File: src/rtl/zx_paging_if.sv
// CPU-side bus of the Spectrum 128K/+3 paging controller.
// The CPU bus signals come in on this interface.
// The resolved memory mapping and the register readback go out on it.
interface zx_paging_if #(
    parameter int RAMBITS = 3
);
    logic               ce;
    logic               iorq;
    logic               wr;
    logic [15:0]        a;
    logic [7:0]         d;
    logic               rom;
    logic [1:0]         romPage;
    logic [RAMBITS-1:0] page;
    logic               vpage;
    logic               contend;
    logic               locked;
    logic [7:0]         r7FFD;
    logic [7:0]         r1FFD;

    // The paging controller owns the mapping outputs.
    modport slave (
        input  ce, iorq, wr, a, d,
        output rom, romPage, page, vpage, contend, locked, r7FFD, r1FFD
    );

    // The CPU side drives the bus and observes the mapping.
    modport master (
        output ce, iorq, wr, a, d,
        input  rom, romPage, page, vpage, contend, locked, r7FFD, r1FFD
    );
endinterface

File: src/rtl/zx_paging.sv
// Memory paging controller for the 128K / +2A / +3 Spectrum.
// It holds port 7FFD and, when PLUS3 is set, port 1FFD.
// It maps every CPU address to a ROM page or a RAM bank and flags contended banks.
// A port write is taken once per I/O cycle. The write is taken on the first ce
// sample that sees the decode after a sample that did not see it.
module zx_paging #(
    parameter int RAMBITS = 3,
    parameter int PLUS3   = 0
) (
    input  logic        clock,
    input  logic        reset,
    zx_paging_if.slave  bus
);

    logic       sel7;
    logic       sel1;
    logic       wr_prev;
    logic       locked_q;
    logic [7:0] r7_q;
    logic [7:0] r1_q;
    logic       special;
    logic [4:0] bnk;
    logic [2:0] sp_bank;
    logic       rom_c;
    logic [RAMBITS-1:0] page_c;

    // These address lines take no part in the decode for some parameter settings.
    wire unused_ok = &{1'b0, bus.a};

    // Port decode. The +3 decode is tighter so that 1FFD and 7FFD do not alias.
    always_comb begin
        sel7 = 1'b0;
        sel1 = 1'b0;
        if (PLUS3 != 0) begin
            sel7 = !bus.iorq && !bus.wr && (bus.a[15:14] == 2'b01) && !bus.a[1];
            sel1 = !bus.iorq && !bus.wr && (bus.a[15:12] == 4'b0001) && !bus.a[1];
        end else begin
            sel7 = !bus.iorq && !bus.wr && !bus.a[15] && !bus.a[1];
        end
    end

    // Register file, edge detection of the write and the lock latch.
    // Only ce samples count, so a slow I/O cycle that spans many ce pulses
    // still commits only once.
    always_ff @(posedge clock or negedge reset) begin
        if (!reset) begin
            wr_prev  <= 1'b0;
            locked_q <= 1'b0;
            r7_q     <= 8'h00;
            r1_q     <= 8'h00;
        end else if (bus.ce) begin
            wr_prev <= sel7 | sel1;
            if (!wr_prev && !locked_q) begin
                if (sel7) begin
                    r7_q <= bus.d;
                    if (bus.d[5]) locked_q <= 1'b1;
                end
                if (sel1) r1_q <= bus.d;
            end
        end
    end

    assign special = (PLUS3 != 0) && r1_q[0];
    assign bnk     = {r7_q[7], r7_q[6], r7_q[2:0]};

    // Bank for the current quarter in +3 special (all-RAM) mode.
    always_comb begin
        sp_bank = 3'd0;
        case (r1_q[2:1])
            2'b00: sp_bank = {1'b0, bus.a[15:14]};
            2'b01: sp_bank = {1'b1, bus.a[15:14]};
            2'b10: sp_bank = (bus.a[15:14] == 2'b11) ? 3'd3 : {1'b1, bus.a[15:14]};
            default: begin
                case (bus.a[15:14])
                    2'b00:   sp_bank = 3'd4;
                    2'b01:   sp_bank = 3'd7;
                    2'b10:   sp_bank = 3'd6;
                    default: sp_bank = 3'd3;
                endcase
            end
        endcase
    end

    // Address to ROM/RAM mapping. Page is zero while ROM is selected.
    always_comb begin
        rom_c  = 1'b0;
        page_c = '0;
        if (special) begin
            page_c = RAMBITS'(sp_bank);
        end else begin
            case (bus.a[15:14])
                2'b00:   rom_c  = 1'b1;
                2'b01:   page_c = RAMBITS'(3'd5);
                2'b10:   page_c = RAMBITS'(3'd2);
                default: page_c = RAMBITS'(bnk);
            endcase
        end
    end

    assign bus.rom     = rom_c;
    assign bus.page    = page_c;
    assign bus.romPage = (PLUS3 != 0) ? {r1_q[2], r7_q[4]} : {1'b0, r7_q[4]};
    assign bus.vpage   = r7_q[3];
    // The +3 contends banks 4-7; the 128K contends the odd banks.
    assign bus.contend = !rom_c && ((PLUS3 != 0) ? page_c[2] : page_c[0]);
    assign bus.locked  = locked_q;
    assign bus.r7FFD   = r7_q;
    assign bus.r1FFD   = r1_q;

endmodule

File: src/flat_wrapper.sv
// flat-port wrapper written by rule: the top's interface ports become plain ports
module zx_paging_flat 
#(
    parameter int RAMBITS = 3,
    parameter int PLUS3   = 0
)
  (clock, reset, bus_ce, bus_iorq, bus_wr, bus_a, bus_d, bus_rom, bus_romPage, bus_page, bus_vpage, bus_contend, bus_locked, bus_r7FFD, bus_r1FFD);
  zx_paging_if #(.RAMBITS(RAMBITS)) bus_i ();
  input  logic clock;
  input  logic reset;
  input wire logic [$bits(bus_i.ce)-1:0] bus_ce;
  input wire logic [$bits(bus_i.iorq)-1:0] bus_iorq;
  input wire logic [$bits(bus_i.wr)-1:0] bus_wr;
  input wire logic [$bits(bus_i.a)-1:0] bus_a;
  input wire logic [$bits(bus_i.d)-1:0] bus_d;
  output wire logic [$bits(bus_i.rom)-1:0] bus_rom;
  output wire logic [$bits(bus_i.romPage)-1:0] bus_romPage;
  output wire logic [$bits(bus_i.page)-1:0] bus_page;
  output wire logic [$bits(bus_i.vpage)-1:0] bus_vpage;
  output wire logic [$bits(bus_i.contend)-1:0] bus_contend;
  output wire logic [$bits(bus_i.locked)-1:0] bus_locked;
  output wire logic [$bits(bus_i.r7FFD)-1:0] bus_r7FFD;
  output wire logic [$bits(bus_i.r1FFD)-1:0] bus_r1FFD;
  assign bus_i.ce = bus_ce;
  assign bus_i.iorq = bus_iorq;
  assign bus_i.wr = bus_wr;
  assign bus_i.a = bus_a;
  assign bus_i.d = bus_d;
  assign bus_rom = bus_i.rom;
  assign bus_romPage = bus_i.romPage;
  assign bus_page = bus_i.page;
  assign bus_vpage = bus_i.vpage;
  assign bus_contend = bus_i.contend;
  assign bus_locked = bus_i.locked;
  assign bus_r7FFD = bus_i.r7FFD;
  assign bus_r1FFD = bus_i.r1FFD;
  zx_paging #(.RAMBITS(RAMBITS), .PLUS3(PLUS3)) u_core (.clock(clock), .reset(reset), .bus(bus_i));
endmodule
File: config.mk
export PLATFORM = sky130hd
export DESIGN_NAME = zx_paging_flat
export DESIGN_NICKNAME = d
export VERILOG_FILES = /design/src/rtl/zx_paging_if.sv /design/src/rtl/zx_paging.sv /design/src/flat_wrapper.sv
export SDC_FILE = /design/constraint.sdc
export NUM_CORES = 1
export LEC_CHECK = 0
export CAP_MARGIN = 20
export CORE_MARGIN = 1
export CORE_UTILIZATION = 30
export DETAILED_ROUTE_END_ITERATION = 16
export PLACE_DENSITY_LB_ADDON = 0.3
export SYNTH_ARGS = -nofsm -noshare
export SYNTH_HDL_FRONTEND = slang
export SYNTH_SLANG_ARGS = --single-unit
File: constraint.sdc
create_clock -name clock -period 3.9 [get_ports clock]
set_clock_uncertainty 0.15 [all_clocks]
set_input_delay 0.78 -clock clock [delete_from_list [all_inputs] [get_ports clock]]
set_output_delay 0.78 -clock clock [all_outputs]
set_load 0.03 [all_outputs]
==> impl_metrics.json <==
{
  "status": "finished, violations left",
  "violations": "design-rule violations",
  "seq_area_frac_synth_pct": 47.4,
  "worstPathArrival_ns": 2.24,
  "postCtsSetupBuffers": 0,
  "postCtsHoldBufs": 0,
  "numClockSinks": 10,
  "startpoint_type": "input port",
  "vdd_drop_max_mv": 0.365,
  "clk_pin_slew_ns": 0.07,
  "start_util_pct": 33.5,
  "synth_compound_area_share_pct": 8.53,
  "max_freq_ghz": 0.316,
  "tritoncts": "done",
  "max-cap-violations": 0,
  "vias": 406,
  "grt_max_degree": 11,
  "dieArea_mm2": 0.00193,
  "grt_first_pass_wirelength_mm": 1.57,
  "grt_usage_pct": 11.0,
  "cts_resized": 0,
  "gr-total-overflow": 0,
  "setup_viol": 0,
  "path_cells": "clkdlybuf4s50_1 -> a21boi_0 -> clkdlybuf4s50_1",
  "syn_area_um2": 528,
  "power.total_mw": 0.455,
  "ios": 54,
  "rrSetupSlack_ns": 2.36,
  "via_per_inst": 4.41,
  "dpl.hpwl_um": 811,
  "rr_endpoint": "u_core.bus.r7FFD[7]",
  "antenna_found_initial": 0,
  "core_mm2": 0.00158,
  "holdPathStages": 1,
  "synthXorXnorAreaFrac_pct": 0,
  "p_leak_nw": 0.367,
  "cp.required_ns": 2.97,
  "ys_ff_latch": 10,
  "drt-pass1-iter-count": 9,
  "row_count": 14,
  "fin_crit_sh_pct": 81.2,
  "synthMuxAreaShare_pct": 17.1,
  "critical_path_class": "in -> out",
  "syn_inst": 45,
  "clockRootBuffer": "clkbuf_4",
  "hp-start": "u_core.bus.locked",
  "fin_nets": 106,
  "num_antenna_cells": 0,
  "cts_max_level": 1,
  "rsz0062_at_grt": "no",
  "grt_pass1_vias": 395,
  "port-buffer-count": 31,
  "tns_ns": 0,
  "synth-adder-area-share_pct": 0,
  "cpMostUsedCell": "clkdlybuf4s50_1",
  "synth_cell_types": 13,
  "drc": 1,
  "fin_util_pct": 52.7,
  "worst-path-max-fanout": 6,
  "ys_warn_count": 0,
  "area_growth_pct": 57.3,
  "clkLatencyLatePin_ns": 0.26,
  "cp_num_buf_inv": 2,
  "drtAntennaViolNets": 0,
  "rr_worst_depth": 2,
  "maxSlewViolCount": 0,
  "power.density_mw_per_mm2": 547,
  "worst_setup_path_end_kind": "primary output",
  "hp-class": "reg -> reg",
  "synth-simple-area-share_pct": 5.69,
  "clockBufferDepth": 2,
  "routedWlPerCell_um": 10.7,
  "die_w_um": 44.0,
  "drive_gt1_share_pct": 17.1,
  "cts_made_buffers": 3,
  "synth_top_family_by_area": "buffers and inverters",
  "cp_slowest_stage_delay_ns": 0.70,
  "slowest_stage": "clkdlybuf4s50_1",
  "die_h_um": 44.0,
  "min_period_ns": 3.17,
  "synth.avg_cell_area_um2": 11.7,
  "worstSetupPathDepth": 3,
  "gp_congestion": 0.608,
  "fillers": 151,
  "cpLargestDelayFamily": "buffers and inverters",
  "rr_startpoint": "u_core.bus.locked",
  "wl_um": 984,
  "first_iter_violations": 2,
  "hold_violations": 0,
  "worstHoldEndpoint": "u_core.bus.locked"
}
## worst max path at each step
| stage | slack, ns | start | end |
|---|---|---|---|
| final | 0.73 | bus_a[15] | bus_page[1] |
| after global routing | 0.66 | bus_a[15] | bus_page[1] |
| after CTS | 0.71 | bus_a[15] | bus_page[1] |
| after detailed placement | 0.71 | bus_a[15] | bus_page[1] |
| after global placement | 0.73 | bus_a[15] | bus_page[1] |
| after floorplan | 1.47 | bus_a[14] | bus_contend |
## cells in the final DEF (no fill, tap or decap)
cell and instances:
a21boi_0 4, a41o_1 1, and4b_1 1, clkbuf_4 3
clkbuf_8 1, clkdlybuf4s50_1 31, conb_1 9, dfrtp_1 10
inv_1 4, mux2_2 8, nand2_1 1, nor2_1 1
nor4_2 1, o21ai_0 1
## metrics by stage
stage / setup WS [ns] / hold slack, ns / instance area [µm²] / instances
after global placement: 0.735 / 0.328 / 795 / 88
after floorplan: 1.47 / 0.334 / 558 / 53
after CTS: 0.709 / 0.356 / 831 / 92
after global routing: 0.663 / 0.376 / 831 / 92
final: 0.732 / 0.358 / 831 / 92
after detailed placement: 0.706 / 0.340 / 795 / 88
## cell usage after synthesis
cell type,n,area [µm²]
buf_4,11,82.6
dfrtp_1,10,250
mux2_2,8,90.1
a21boi_0,4,30.0
inv_1,4,15.0
a41o_1,1,10.0
and4b_1,1,10.0
buf_6,1,11.3
conb_1,1,3.75
nand2_1,1,3.75
nor2_1,1,3.75
nor4_2,1,12.5
o21ai_0,1,5.00
## kinds of logic after synthesis
group	after synthesis
compound gates	6
buf+inv	16
flops	10
mux	8
other cells	1
simple gates	4
## where the power goes
group          internal [mW]  switching, mW
combinational         0.0973          0.119
sequential             0.130         0.0166
clock                 0.0566         0.0349
## routing by layer
layer / wire length, µm / global-route usage (%)
met5: 0 / 0
met4: 0 / 5.45
met3: 82 / 2.92
met2: 493 / 18.8
met1: 407 / 12.6
## registers in the layout, indices dropped and copies added (netlist names)
signal             flops
u_core.bus.locked      1
u_core.wr_prev         1
u_core.bus.r7FFD       8
## final cells by class
cell class | count | area [µm²] | share of cell area, %
Clock buffer | 4 | 36.3 | 4.37
Multi-Input combinational cell | 27 | 199 | 23.9
Timing Repair Buffer | 31 | 310 | 37.3
Sequential cell | 10 | 250 | 30.1
Tap cell | 16 | 20.0 | 2.41
Inverter | 4 | 15.0 | 1.81
Power figures use the tool's default switching activity.
